==> config.mk <==
export PLATFORM = sky130hd
export DESIGN_NAME = dp_accum_drain
export DESIGN_NICKNAME = d
export VERILOG_FILES = /design/src/rtl/dp_accum_drain_pkg.sv /design/src/rtl/dp_accum_drain_sat_add_lane.sv /design/src/rtl/dp_accum_drain.sv
export SDC_FILE = /design/constraint.sdc
export NUM_CORES = 2
export LEC_CHECK = 0
export CAP_MARGIN = 20
export CORE_MARGIN = 2
export CORE_UTILIZATION = 63
export DETAILED_ROUTE_END_ITERATION = 16
export HOLD_SLACK_MARGIN = 0.03
export PLACE_DENSITY = 0.89
export SETUP_SLACK_MARGIN = 0.5
export SYNTH_ARGS = -nofsm -noshare
export SYNTH_HDL_FRONTEND = slang
export SYNTH_SLANG_ARGS = --single-unit
==> constraint.sdc <==
create_clock -name clk -period 3.9 [get_ports clk]
set_input_delay 0.78 -clock clk [delete_from_list [all_inputs] [get_ports clk]]
set_output_delay 0.78 -clock clk [all_outputs]
set_load 0.005 [all_outputs]
==> src/rtl/dp_accum_drain_pkg.sv <==
// Shared definitions for the sparse dot-product accumulate/drain stages:
// FSM encoding and signed saturation bounds for a given accumulator width.
package dp_accum_drain_pkg;

    typedef enum logic {
        ST_ACCUM = 1'b0,
        ST_DRAIN = 1'b1
    } state_t;

    // Largest value representable in a w-bit two's-complement word.
    function automatic logic signed [63:0] sat_max(input int unsigned w);
        return (64'sd1 <<< (w - 1)) - 64'sd1;
    endfunction

    // Smallest value representable in a w-bit two's-complement word.
    function automatic logic signed [63:0] sat_min(input int unsigned w);
        return -(64'sd1 <<< (w - 1));
    endfunction

endpackage

==> src/rtl/dp_accum_drain_sat_add_lane.sv <==
// One accumulator lane: wide signed register, saturating adder and a sticky
// saturation flag. Controls are prioritised clear > load > add.
module sat_add_lane #(
    parameter int DW_DATA = 8,
    parameter int DW_ACC  = 24
) (
    input  logic                      clk,
    input  logic                      reset,
    input  logic                      clear,
    input  logic                      load,
    input  logic                      add,
    input  logic signed [DW_DATA-1:0] din,
    output logic signed [DW_ACC-1:0]  acc,
    output logic                      sat
);
    import dp_accum_drain_pkg::*;

    localparam logic signed [DW_ACC:0] MAX_V = (DW_ACC + 1)'(sat_max(DW_ACC));
    localparam logic signed [DW_ACC:0] MIN_V = (DW_ACC + 1)'(sat_min(DW_ACC));

    logic signed [DW_ACC-1:0] acc_reg;
    logic                     sat_reg;
    logic signed [DW_ACC:0]   sum_w;
    logic signed [DW_ACC-1:0] acc_next;
    logic                     ovf_next;

    // One guard bit is enough: |din| is always far below the accumulator range.
    assign sum_w = (DW_ACC + 1)'(acc_reg) + (DW_ACC + 1)'(din);

    always_comb begin
        acc_next = sum_w[DW_ACC-1:0];
        ovf_next = 1'b0;
        if (sum_w > MAX_V) begin
            acc_next = MAX_V[DW_ACC-1:0];
            ovf_next = 1'b1;
        end else if (sum_w < MIN_V) begin
            acc_next = MIN_V[DW_ACC-1:0];
            ovf_next = 1'b1;
        end
    end

    always_ff @(posedge clk or negedge reset) begin
        if (!reset) begin
            acc_reg <= '0;
            sat_reg <= 1'b0;
        end else if (clear) begin
            acc_reg <= '0;
            sat_reg <= 1'b0;
        end else if (load) begin
            // Clear-then-add from zero cannot clamp since DW_ACC > DW_DATA.
            acc_reg <= DW_ACC'(din);
            sat_reg <= 1'b0;
        end else if (add) begin
            acc_reg <= acc_next;
            sat_reg <= sat_reg | ovf_next;
        end
    end

    assign acc = acc_reg;
    assign sat = sat_reg;

endmodule

==> src/rtl/dp_accum_drain.sv <==
// Accumulates N_UNIT-wide partial-result beats per tile, then drains the
// per-lane sums one lane per beat over valid/ready and re-arms.
module dp_accum_drain #(
    parameter int N_UNIT  = 32,
    parameter int DW_DATA = 8,
    parameter int DW_ACC  = 24,
    parameter int CNT_W   = 8,
    localparam int IDX_W  = $clog2((N_UNIT > 2) ? N_UNIT : 2)
) (
    input  logic                      clk,
    input  logic                      reset,
    input  logic [N_UNIT*DW_DATA-1:0] in_data,
    input  logic                      in_valid,
    input  logic                      in_last,
    input  logic                      in_clear,
    output logic                      in_ready,
    output logic [DW_ACC-1:0]         out_data,
    output logic [IDX_W-1:0]          out_idx,
    output logic                      out_sat,
    output logic                      out_valid,
    input  logic                      out_ready,
    output logic [CNT_W-1:0]          step_cnt
);
    import dp_accum_drain_pkg::*;

    localparam logic [IDX_W-1:0] LAST_IDX = IDX_W'(N_UNIT - 1);

    state_t             state_reg;
    logic [IDX_W-1:0]   idx_reg;
    logic [CNT_W-1:0]   step_cnt_reg;
    logic               in_ready_reg;
    logic               out_valid_reg;

    logic signed [DW_ACC-1:0] acc_w [N_UNIT];
    logic [N_UNIT-1:0]        sat_w;

    logic xfer;
    logic drain_hs;
    logic drain_done;
    logic lane_clear;
    logic lane_load;
    logic lane_add;

    assign xfer       = in_ready_reg && in_valid;
    assign drain_hs   = out_valid_reg && out_ready;
    assign drain_done = drain_hs && (idx_reg == LAST_IDX);
    assign lane_clear = (in_ready_reg && in_clear && !in_valid) || drain_done;
    assign lane_load  = xfer && in_clear;
    assign lane_add   = xfer && !in_clear;

    generate
        for (genvar gi = 0; gi < N_UNIT; gi++) begin : g_lane
            sat_add_lane #(
                .DW_DATA(DW_DATA),
                .DW_ACC (DW_ACC)
            ) u_lane (
                .clk  (clk),
                .reset(reset),
                .clear(lane_clear),
                .load (lane_load),
                .add  (lane_add),
                .din  ($signed(in_data[gi*DW_DATA +: DW_DATA])),
                .acc  (acc_w[gi]),
                .sat  (sat_w[gi])
            );
        end
    endgenerate

    always_ff @(posedge clk or negedge reset) begin
        if (!reset) begin
            state_reg     <= ST_ACCUM;
            idx_reg       <= '0;
            step_cnt_reg  <= '0;
            in_ready_reg  <= 1'b1;
            out_valid_reg <= 1'b0;
        end else begin
            case (state_reg)
                ST_ACCUM: begin
                    if (xfer) begin
                        step_cnt_reg <= in_clear ? CNT_W'(1) : step_cnt_reg + CNT_W'(1);
                        if (in_last) begin
                            state_reg     <= ST_DRAIN;
                            idx_reg       <= '0;
                            in_ready_reg  <= 1'b0;
                            out_valid_reg <= 1'b1;
                        end
                    end else if (in_clear) begin
                        step_cnt_reg <= '0;
                    end
                end
                ST_DRAIN: begin
                    if (drain_hs) begin
                        if (idx_reg == LAST_IDX) begin
                            state_reg     <= ST_ACCUM;
                            idx_reg       <= '0;
                            step_cnt_reg  <= '0;
                            in_ready_reg  <= 1'b1;
                            out_valid_reg <= 1'b0;
                        end else begin
                            idx_reg <= idx_reg + IDX_W'(1);
                        end
                    end
                end
                default: state_reg <= ST_ACCUM;
            endcase
        end
    end

    // Mux selects only from registers, so no input reaches an output in the same cycle.
    assign out_data  = out_valid_reg ? acc_w[idx_reg] : '0;
    assign out_sat   = out_valid_reg & sat_w[idx_reg];
    assign out_idx   = idx_reg;
    assign out_valid = out_valid_reg;
    assign in_ready  = in_ready_reg;
    assign step_cnt  = step_cnt_reg;

endmodule

==> results of run 1 <==
[logic make-up after synthesis]
family | after synthesis | synth area share [%]
simple gates | 2068 | 12.7
flops | 816 | 26.5
fa+ha+maj | 803 | 13.3
compound gates | 3591 | 31.3
xor+xnor | 624 | 7.09
mux | 308 | 5.70
buf+inv | 670 | 3.40
[layer usage]
layer	GRT usage, %	GRT overflow
met1	70.8	8
met5	57.5	1
met2	86.2	61
met3	66.4	6
met4	69.0	55
[through the flow]
stage / std cells / util [%] / cell area [um2] / setup WS (ns) / hold WS [ns]
after floorplan: 8880 / - / 78200 / 0.355 / 0.444
after CTS: 12000 / 80.7 / 98200 / -0.361 / 0.114
after global placement: 11800 / 76.4 / 93000 / -0.504 / 0.455
after detailed placement: 11800 / 76.4 / 93000 / -0.782 / 0.469
[what timing repair did]
item	4_1_cts
pin swaps	90
gates resized for setup	354
setup buffers	40
cloned	8
endpoints found under the setup margin	711
==> metrics.md, run 1 <==
| Metric | Value |
|---|---|
| Clock Sinks | about 800 |
| Die Ht | 354 um |
| Largest net degree at the start of global routing | 89 |
| TritonCTS buffer count | 100 |
| EDFF count, synth | 0 |
| Tool error | [ERROR GRT-0232] Routing congestion too high. Check the congestion heatmap in the GUI. |
| I/O Buffers | 301 |
| FP Rows | roughly 130 |
| Gr usage total | 73.6% |
| Top-Level Pins | 302 |
| Die width | approximately 350 um |
| CTS Hold Bufs | 0 |
| Detailed Place HPWL | 224,000 um |
| Max Root-Sink Buffers | 3 |
| Synth cell count leaders | a21oi_1, dfrtp_1, nand2_1 |
| Net count of the mapped netlist | about 9.9k |
| Initial core utilization | 63.4% |
| Top_reg_cell synth | dfrtp_1 |
| Yosys reg bits | a little over 800 |
| Mapped Area | approximately 77,000 um2 |
| GRT Residual Overflow | 131 |
| Sequential fraction of the synthesis area | about a quarter |
| Most common cell in the netlist | a21oi_1 |
| H-tree levels | 3 |
| Post-Syn Area per Cell | ~8.7 um2 |
| Cell taking the most area after synthesis | dfrtp_1 |
| Synth Warn # | 0 |
| Root buffer cell | clkbuf_16 |
| Mapped Cells | just under 9k |
| Leading post-synthesis cells by cell area | dfrtp_1, ha_1, a21oi_1 |
| Asr flop ratio synth | 100% |
| Exit stage | 5_1_grt |
| Final GP Congestion | 1.09 |
| Distinct cell type count after synthesis | between 100 and 150 |
| Status | did not finish |
| Synth top area share | 26.4% |
==> inputs of run 2 (changes only) <==
- CORE_UTILIZATION: 63 -> 40
- HOLD_SLACK_MARGIN: 0.03 -> not set
- PLACE_DENSITY: 0.89 -> not set
- PLACE_DENSITY_LB_ADDON: not set -> 0.15
- SETUP_SLACK_MARGIN: 0.5 -> not set
==> run 2 against run 1 <==
  * The flow now finishes, with violations (negative setup slack)
  * Synthesized cell count is the same
  * Area after synthesis stayed put
==> metrics.md, run 2 <==
| Metric | Value |
|---|---|
| Drt wl/cell | 22.8 um |
| Simple-gate area share of the yosys netlist | 12.7% |
| GRT Residual Overflow | 0 |
| Max Root-Sink Buffers | 3 |
| CP Data Required Time | about 3.1 ns |
| Final min period | 4.19 ns |
| Initial core utilization | approximately two fifths |
| Most common cell after layout, fill and taps aside | buf_4 |
| Hold Violations, Final | 0 |
| Placed instance count | 13.0k |
| Layout Cells excl Fill | 13.3k |
| Yosys reg bits | roughly 800 |
| Startpoint Class | flop |
| Slew @ Worst Pin | 1.22 ns |
| Max-Cap Viols | 0 |
| Die Ht | 443 um |
| Remaining antenna violation count | 0 |
| DR vias | 78.3k |
| Die area | 196,000 um2 |
| EDFF count, synth | 0 |
| Final worst slack | -0.293 ns |
| Iter 0 DRT Violations | about 5.6k |
| Multi-input gate area in the final layout | 55,000 um2 |
| First-pass GRT wire length | 456,000 um |
| CTS tree | built |
| FP Rows | about 160 |
| Slew Limit Fails | 0 |
| Root buffer cell | clkbuf_16 |
| Mapped Cells | 8,880 |
| Drt total wl | 303,000 um |
| Top_reg_cell synth | dfrtp_1 |
| Gr usage total | 29.7% |
| I/O Buffers | 301 |
| Fin nets | 11.7k |
| Max FFs per register | about 770 |
| Largest family of logic cells by synthesized area | compound AO/OA/AOI/OAI gates |
| Clock Sinks | 816 |
| Class of the worst hold path | in -> reg |
| Share of cells above drive strength 1 | 22.1% |
| Setup crit end kind | output port |
| Asr flop ratio synth | 100% |
| Synth Area in XOR/XNOR | 7.09% |
| CP Cell Sequence | buf_12 > clkbuf_16 > buf_4 > mux4_2 > o22ai_1 > a211oi_1 > buf_4 > a21oi_4 > nor2b_1 > dlygate4sd2_1 |
| Status | complete, but fails checks |
| Vias per inst | 5.89 |
| Final Skew | roughly 0.036 ns |
| Core box area | 192,000 um2 |
| Clk Latency, worst-skew pair | ~0.8 ns |
| DRC | 0 |
| Peak VDD IR | 0.424 mV |
| Fmax | 238 MHz |
| Vias in the first global route | 76.7k |
| Detailed Place HPWL | roughly 240,000 um |
| TNS Setup | -4.61 ns |
| Max-slew headroom | between 15 and 20% |
| CP delay by family, top | buffers and inverters |
| R2r setup slk | 0.10 ns |
| Synth Warn # | 0 |
| Net count of the mapped netlist | ~9.9k |
| LEAKAGE | 49.4 nW |
| Final GP Congestion | 0.975 |
| Distinct cell type count after synthesis | between 100 and 150 |
| Sequential fraction of the synthesis area | 26.5% |
| Compound-Gate Fraction of Synth Area | 31.3% |
| Leading post-synthesis cells by cell area | dfrtp_1, ha_1, a21oi_1 |
| Multiplexer share of the synthesized area | 5.70% |
| Synth cell count leaders | a21oi_1, dfrtp_1, nand2_1 |
| Mapped Area | 77,200 um2 |
| Arrival time worst endpoint | between 3 and 4 ns |
| Setup CP Type | reg -> out |
| Clk pin slew, worst setup/hold paths | 0.06 ns |
| RSZ-0062 raised after global routing | true |
| Final period util | 108% |
| Violated checks | negative setup slack |
| Critical path's largest stage delay | around 0.57 ns |
| Final-layout fill cell count | between 15k and 20k |
| Die width | 443 um |
| CP dominant cell by count | buf_4 |
| Cell taking the most area after synthesis | dfrtp_1 |
| H-tree levels | 3 |
| Register area | 20,400 um2 |
| Pwr Density | between 200 and 250 nW/um2 |
| Drt pass-1 iters | 6 |
| Most common cell in the netlist | a21oi_1 |
| Setup-failing EPs final | 25 |
| Top-Level Pins | approximately 300 |
| TritonCTS buffer count | 109 |
| Slowest-stage cell, CP | mux4_2 |
| Largest net degree at the start of global routing | 87 |
| Synth Area in Adders | 13.3% |
| Buf/Inv on CP | 5 |
| Area delta synth->final | 31.6% |
| Crit path max fanout | 5 |
| Post-Syn Area per Cell | 8.69 um2 |
| Initial antenna violation count | 29 |
| Most frequent cells in the layout | buf_4, dfrtp_1, nand2_1, a21oi_1, ha_1 |
| Synth top area share | 26.4% |
## run 2: cell counts after synthesis
No cell type changed its count.
## run 2: where the power goes
part	internal (W)	leakage (nW)	switching (W)
registers	0.00847	11.3	0.000000000000000000838
logic	0.00147	36.2	0.00163
clock network	0.00643	1.84	0.00443
## run 2: final cells by class
class,instances,area share (%)
inverter,277,1.03
clock buffer,146,3.05
sequential,816,20.1
timing repair buffer,2065,17.8
antenna,18,0.0444
clock inverter,56,0.692
tap,2526,3.11
multi-input combinational,7394,54.2
## run 2: per-stage QoR
stage | utilization (%) | area, um2 | worst slack (ns) | hold WS (ns) | power, W
finish | 52.8 | 102000 | -0.293 | 0.418 | 0.0224
detailed placement | 50.0 | 96100 | -0.744 | 0.466 | 0.0117
CTS | 52.4 | 101000 | -0.466 | 0.369 | 0.0226
floorplan | - | 77200 | 0.109 | 0.444 | 0.0101
global route | 52.8 | 101000 | -0.325 | 0.436 | 0.0232
global placement | 50.0 | 96100 | -0.645 | 0.457 | 0.0116
## run 2: final timing paths
| check | start | end | depth (start not counted) |
|---|---|---|---|
| setup reg to reg | out_idx[0]$_DFFE_PN0P_ | g_lane[25].u_lane.acc[5]$_DFFE_PN0P_ | 15 |
| max in group asynchronous | reset | g_lane[18].u_lane.acc[21]$_DFFE_PN0P_ | 4 |
| hold reg to reg | g_lane[22].u_lane.sat$_DFFE_PN0P_ | g_lane[22].u_lane.sat$_DFFE_PN0P_ | 2 |
| min in group asynchronous | reset | g_lane[6].u_lane.acc[3]$_DFFE_PN0P_ | 2 |
| hold / removal | in_clear | step_cnt[0]$_DFFE_PN0P_ | 3 |
| setup / recovery | out_idx[0]$_DFFE_PN0P_ | out_sat | 10 |
## run 2: logic make-up (layout without fill, tap and decap cells)
kind of cell / count (synthesis) / count (layout)
muxes: 308 / 308
adders and majority gates: 803 / 803
DFF: 816 / 816
other: 0 / 18
and+or+nand+nor: 2068 / 2068
xor gates and xnor gates: 624 / 624
buffers and inverters: 670 / 2544
AOI/OAI and AO/OA: 3591 / 3591
## run 2: repair_timing
item | CTS | global route
endpoints found under the hold margin | 35 | 0
endpoints found under the setup margin | 25 | 44
buffers inserted | 8 | 29
hold buffers | 1 | 0
pin swaps | 29 | 50
resized for setup | 175 | 126
gates cloned | 4 | 9
## run 2: worst min-delay path, cell delays in order
cell and delay (ns):
buf_4 0.17, nor2_1 0.11, o32ai_1 0.08
## run 2: layer usage
metal / global-route usage [%] / vias to the layer above / share of wire (%)
met5: 0 / - / 0.032
met4: 14.4 / 14 / 5.3
met3: 4.26 / 504 / 5.7
met2: 47.9 / 2125 / 46
met1: 38.9 / 38300 / 43
li1: - / 37400 / -
(Power assumes the default switching activity.)
